`src/rtl/pq_pkg.sv`:
```
// Shared types for the priority-queue family: the key/value entry, the
// responder FSM states and the unsigned strict key comparison.
package pq_pkg;

  localparam int KEY_W = 8;
  localparam int VAL_W = 8;
  localparam int KV_W  = KEY_W + VAL_W;

  typedef struct packed {
    logic [KEY_W-1:0] key;
    logic [VAL_W-1:0] value;
  } kv_t;

  typedef enum logic {
    ST_IDLE = 1'b0,
    ST_SCAN = 1'b1
  } pq_state_e;

  // Strict so that an equal key never displaces an earlier entry.
  function automatic logic kv_less(input kv_t a, input kv_t b);
    return a.key < b.key;
  endfunction

endpackage

```
`src/rtl/scan_pq.sv`:
```
// Unsorted-array priority queue: O(1) enqueue, and after every dequeue or
// replace a one-entry-per-cycle min-scan rebuilds the head while busy is high.
module scan_pq
  import pq_pkg::*;
#(
  parameter int DEPTH = 16
) (
  input  logic            clk,
  input  logic            rst,
  input  logic            enq,
  input  logic            deq,
  input  logic [KV_W-1:0] kvi,
  output logic [KV_W-1:0] kvo,
  output logic            full,
  output logic            empty,
  output logic            busy
);

  localparam int CW = $clog2(DEPTH + 1);
  localparam int IW = (DEPTH > 1) ? $clog2(DEPTH) : 1;

  pq_state_e      state_q,    state_d;
  logic [CW-1:0]  count_q,    count_d;
  logic [CW-1:0]  scan_idx_q, scan_idx_d;
  logic [IW-1:0]  min_idx_q,  min_idx_d;
  logic [IW-1:0]  best_idx_q, best_idx_d;
  kv_t            kvo_q,      kvo_d;
  kv_t            best_q,     best_d;
  logic           full_q,     empty_q;

  kv_t            mem [DEPTH];
  logic           mem_we;
  logic [IW-1:0]  mem_waddr;
  kv_t            mem_wdata;

  kv_t            kv_in;
  kv_t            scan_kv;
  kv_t            cand;
  logic [IW-1:0]  cand_idx;
  logic           do_enq, do_deq, do_repl;

  assign kv_in   = kv_t'(kvi);
  assign scan_kv = mem[IW'(scan_idx_q)];

  // A replace needs a non-empty queue; enq+deq on an empty queue is a plain enq.
  assign do_repl = enq && deq && !empty_q;
  assign do_enq  = enq && !do_repl && !full_q;
  assign do_deq  = deq && !enq && !empty_q;

  // NOTE: every combinational output gets a default first so no latch is inferred.
  always_comb begin
    state_d    = state_q;
    count_d    = count_q;
    scan_idx_d = scan_idx_q;
    min_idx_d  = min_idx_q;
    best_idx_d = best_idx_q;
    kvo_d      = kvo_q;
    best_d     = best_q;
    mem_we     = 1'b0;
    mem_waddr  = min_idx_q;
    mem_wdata  = kv_in;
    cand       = best_q;
    cand_idx   = best_idx_q;

    unique case (state_q)
      ST_IDLE: begin
        if (do_enq) begin
          mem_we    = 1'b1;
          mem_waddr = count_q[IW-1:0];
          count_d   = count_q + CW'(1);
          if (empty_q || kv_less(kv_in, kvo_q)) begin
            kvo_d     = kv_in;
            min_idx_d = count_q[IW-1:0];
          end
        end else if (do_deq) begin
          // Move the last entry into the hole left by the popped head.
          mem_we    = 1'b1;
          mem_wdata = mem[IW'(count_q - CW'(1))];
          count_d   = count_q - CW'(1);
          if (count_d == '0) begin
            kvo_d     = '0;
            min_idx_d = '0;
          end else begin
            state_d    = ST_SCAN;
            scan_idx_d = '0;
          end
        end else if (do_repl) begin
          mem_we     = 1'b1;
          state_d    = ST_SCAN;
          scan_idx_d = '0;
        end
      end

      ST_SCAN: begin
        if (scan_idx_q == '0 || kv_less(scan_kv, best_q)) begin
          cand     = scan_kv;
          cand_idx = IW'(scan_idx_q);
        end
        if (scan_idx_q == count_q - CW'(1)) begin
          kvo_d     = cand;
          min_idx_d = cand_idx;
          state_d   = ST_IDLE;
        end else begin
          best_d     = cand;
          best_idx_d = cand_idx;
          scan_idx_d = scan_idx_q + CW'(1);
        end
      end

      default: state_d = ST_IDLE;
    endcase
  end

  // NOTE: sequential state uses non-blocking assignments only.
  always_ff @(posedge clk or negedge rst) begin
    if (!rst) begin
      state_q    <= ST_IDLE;
      count_q    <= '0;
      scan_idx_q <= '0;
      min_idx_q  <= '0;
      best_idx_q <= '0;
      kvo_q      <= '0;
      best_q     <= '0;
      full_q     <= 1'b0;
      empty_q    <= 1'b1;
    end else begin
      state_q    <= state_d;
      count_q    <= count_d;
      scan_idx_q <= scan_idx_d;
      min_idx_q  <= min_idx_d;
      best_idx_q <= best_idx_d;
      kvo_q      <= kvo_d;
      best_q     <= best_d;
      full_q     <= (count_d == CW'(DEPTH));
      empty_q    <= (count_d == '0);
    end
  end

  // NOTE: the storage array has no reset; count alone decides which entries are live.
  always_ff @(posedge clk) begin
    if (mem_we) mem[mem_waddr] <= mem_wdata;
  end

  assign kvo   = kvo_q;
  assign full  = full_q;
  assign empty = empty_q;
  assign busy  = (state_q == ST_SCAN);

endmodule
```
`config.mk`:
```
export PLATFORM = sky130hd
export DESIGN_NAME = scan_pq
export DESIGN_NICKNAME = d
export VERILOG_FILES = /design/src/rtl/pq_pkg.sv /design/src/rtl/scan_pq.sv
export SDC_FILE = /design/constraint.sdc
export NUM_CORES = 1
export LEC_CHECK = 0
export BUFFER_PORTS_ARGS = -buffer_cell sky130_fd_sc_hd__buf_4
export CAP_MARGIN = 20
export CORE_UTILIZATION = 56
export CTS_CLUSTER_DIAMETER = 40
export DETAILED_ROUTE_END_ITERATION = 6
export PLACE_DENSITY_LB_ADDON = 0.2
export SYNTH_ARGS = -nofsm -noshare
export SYNTH_HDL_FRONTEND = slang
export SYNTH_SLANG_ARGS = --single-unit
```
`constraint.sdc`:
```
create_clock -name clk -period 8.5 [get_ports clk]
set_input_delay 1.7 -clock clk [delete_from_list [all_inputs] [get_ports clk]]
set_output_delay 1.7 -clock clk [all_outputs]
set_load 0.05 [all_outputs]
```
==> results by group <==
Synth
  – Yosys cell types: 52
  – Syn Nets: 969
  – Largest family of logic cells by synthesized area: multiplexers
  – Post-synthesis mux area share: 0.254
  – Mapped cell area: 0.0151 mm2
  – Syn_area_per_cell: ~16 um2
  – Top_reg_cell synth: edfxtp_1
  – Post-Synth XOR/XNOR Area: 0.00753
  – Simple-gate share of the synthesized area: 0.0461
  – Post-synthesis cell count: 930
  – Post-synthesis compound-gate area fraction: 0.0535
  – Synth area leaders: edfxtp_1 51%, mux4_2 21%, dfrtp_1 8.6%
  – Ys Warns: 0
  – Post-synth top area share: 0.509
  – EDFF count, synth: 256
  – Post-Synth Adder-Cell Area: 0.0157
  – Synthesis-stage register bit count: 309
  – Ys async rst share: 0.172
  – Seq/Total Area, Yosys: 0.597
  – Synth area leader: edfxtp_1

Flow run
  – MaxCap Viol Count: 0

Detailed routing
  – DR vias/cell: 6.58
  – Vias: between 8k and 9k
  – Total Routed Length: 35800 um
  – Drt wl/cell: about 27 um
  – Routed Antenna Nets: 0
  – Iteration-0 DRC Markers: between 800 and 900
  – TritonRoute pass-1 iters: 7
  – DRC: 7

STA
  – Clock Skews: about 0.033 ns
  – Max frequency: 0.197 GHz
  – Setup violations, final: 0
  – Worst Tran Pin Value: ~1.1 ns
  – Crit path time final: 5.08 ns
  – Setup Total Neg Slack: 0 ns
  – Final worst slack: around 3.4 ns
  – Hold Vio Cnt, Final: 0
  – RSZ-0062 raised after global routing: false
  – Hold Slack: 0.482 ns
  – Period utilisation layout: 0.597
  – Rel. slew slack: 0.295
  – Slew Limit Fails: 0

Clock network
  – Post-CTS Setup Bufs: 0
  – Root Buffer: clkbuf_16
  – Post-CTS Hold Buffers: 0
  – Post-CTS Resized: 0
  – Clock sinks: 309
  – Worst-skew pair later-pin latency: 0.53 ns
  – CTS tree: done
  – Clock-pin slew on the worst setup and hold paths: approximately 0.060 ns
  – CTS H-Tree Depth: 2
  – Max clock buf depth: 3
  – CTS Buf Count: 39

Min path
  – Hold Path End: best_q[0]
  – Hold path depth: 2
  – Min-Delay Startpoint: best_q[0]
  – Hold Path Class: flop to flop

Power
  – Worst vdd rail ir drop: around 0.00027 V
  – Pwr dens: 404 mW/mm2
  – P_leak: 5.95 nW

Floorplan
  – Core area: 0.0263 mm2
  – Die H: 166 um
  – Die width: 166 um
  – IO Count: 39
  – Die Area: 0.0276 mm2
  – Core Rows: between 50 and 60
  – Initial Util: 0.575

Critical path
  – CP max FO: 41
  – Slowest cell delay on critical path: 0.78 ns
  – RR Endpoint: kvo[15]
  – CP arrival: 5.47 ns
  – Reg-to-reg critical path startpoint: scan_idx_q[0]
  – FF-to-FF path depth: 12
  – Worst-path cell chain: buf_4 > mux4_2 > mux4_2 > ha_1 > nand4_1 > or3_1 > a311o_1 > o21ai_2 > buf_4 > mux2i_1 > o21ai_0 > mux2_2
  – Req. time, crit path: 8.89 ns
  – Cell with the largest stage delay on the worst path: dfrtp_4
  – Setup slack, reg-to-reg: 3.42 ns
  – Type of origin of the critical path: flop
  – WS Path Type: flop to flop
  – Crit end category: flop

Place
  – Placed inst area: approximately 0.016 mm2
  – Final HPWL DP: 20800 um
  – GPL Wtd Cong: 0.849
  – IO buf count: 38
  – Place WS: ~3.5 ns

Global routing
  – Global-route usage over all layers: 0.269
  – Largest net degree at the start of global routing: 67
  – Number of global-route vias before repair: between 8k and 9k
  – Grt ovf: 0
  – First-pass GRT wire length: between 50000 and 60000 um
  – Initial antenna violation count: 0

Cells and area
  – # nets final: 1022
  – Antenna fix cells: 0
  – Most common cell after layout, fill and taps aside: edfxtp_1
  – Area Growth Syn to Fin: 14.2%
  – Commonest non-fill, non-tap cells in the layout: 256 x edfxtp_1, 141 x mux4_2, 80 x buf_4
  – Final Cell Area: 0.0173 mm2
  – Share of layout cells above drive strength 1: 0.338

Status
  – Failing checks: DRC
  – Status: finished with violations
Yosys cell counts (2+ instances only):
cell type	instances
mux4_2	141
a22oi_1	4
o21ai_0	45
buf_1	14
buf_2	17
o21a_1	13
or3_1	3
or4_1	2
inv_1	26
nand2_1	62
mux2_2	27
a32oi_1	2
nor2b_1	3
edfxtp_1	256
clkbuf_1	33
nand2b_1	6
dfrtp_1	52
nand3_1	7
xnor2_1	10
nor4_1	2
nand4_1	3
xor2_1	3
nor3b_1	3
a211oi_1	3
o211ai_1	14
a21oi_1	33
nor2_1	59
o21ai_2	2
a31oi_1	5
mux2i_1	34
nor3_1	6
ha_1	19
buf_6	2
through the flow:
stage               instances   util  power [mW]
finish                   1349  0.657        6.98
global route             1349  0.657        7.34
CTS                      1349  0.657        7.00
detailed placement       1277  0.606        5.33
global placement         1277  0.606        5.28
floorplan                 930      -        4.59
worst max-delay path: cells and delay by family (launching register included):
family / cells / cell delay [ns]
AOI/OAI and AO/OA: 3 / 0.61
adders and majority gates: 1 / 0.34
buffers and inverters: 2 / 0.98
DFF: 1 / 0.78
muxes: 4 / 1.69
and+or+nand+nor: 2 / 0.56
area by class of cell:
class | count | area (um2)
Sequential cell | 309 | 9030
Fill cell | 1803 | 9020
Inverter | 26 | 97.6
Tap cell | 335 | 419
Multi-Input combinational cell | 527 | 5780
Timing Repair Buffer | 80 | 601
Clock buffer | 43 | 1010
Clock inverter | 29 | 328
cells by family (layout without fill, tap and decap cells):
family,after synthesis,in the layout
compound gates,132,132
xor+xnor,13,13
fa+ha+maj,19,19
buf+inv,94,178
flops,309,309
mux,203,203
simple gates,160,160
how the worst max path moves through the flow:
stage	from	to	slack, ns	cells after the start
floorplan	deq	mem[6][0]	4.44	7
global placement	scan_idx_q[0]	min_idx_q[2]	3.54	12
detailed placement	scan_idx_q[0]	kvo[15]	3.45	12
CTS	scan_idx_q[0]	kvo[15]	3.43	12
global route	scan_idx_q[0]	kvo[15]	3.24	12
finish	scan_idx_q[0]	kvo[15]	3.42	12
state kept, by name (all words and copies together), names as in the netlist:
name / count
best_idx_q: 4
best_q: 16
busy: 1
count_q: 5
empty: 1
full: 1
kvo: 16
mem: 256
min_idx_q: 4
scan_idx_q: 5
routing by layer:
layer  up-vias  share of wire  global-route usage
met5         -              0                   0
met4         0          0.028              0.0878
met3        73          0.082              0.0460
met2       402           0.49               0.445
met1      4571           0.40               0.368
li1       3837              -                   -
power breakdown:
| group | switching, mW | internal, mW |
|---|---|---|
| registers | 0.285 | 1.87 |
| clock network | 0.659 | 1.00 |
| logic | 1.65 | 1.51 |
| total | 2.60 | 4.38 |
Power figures use the tool's default switching activity.
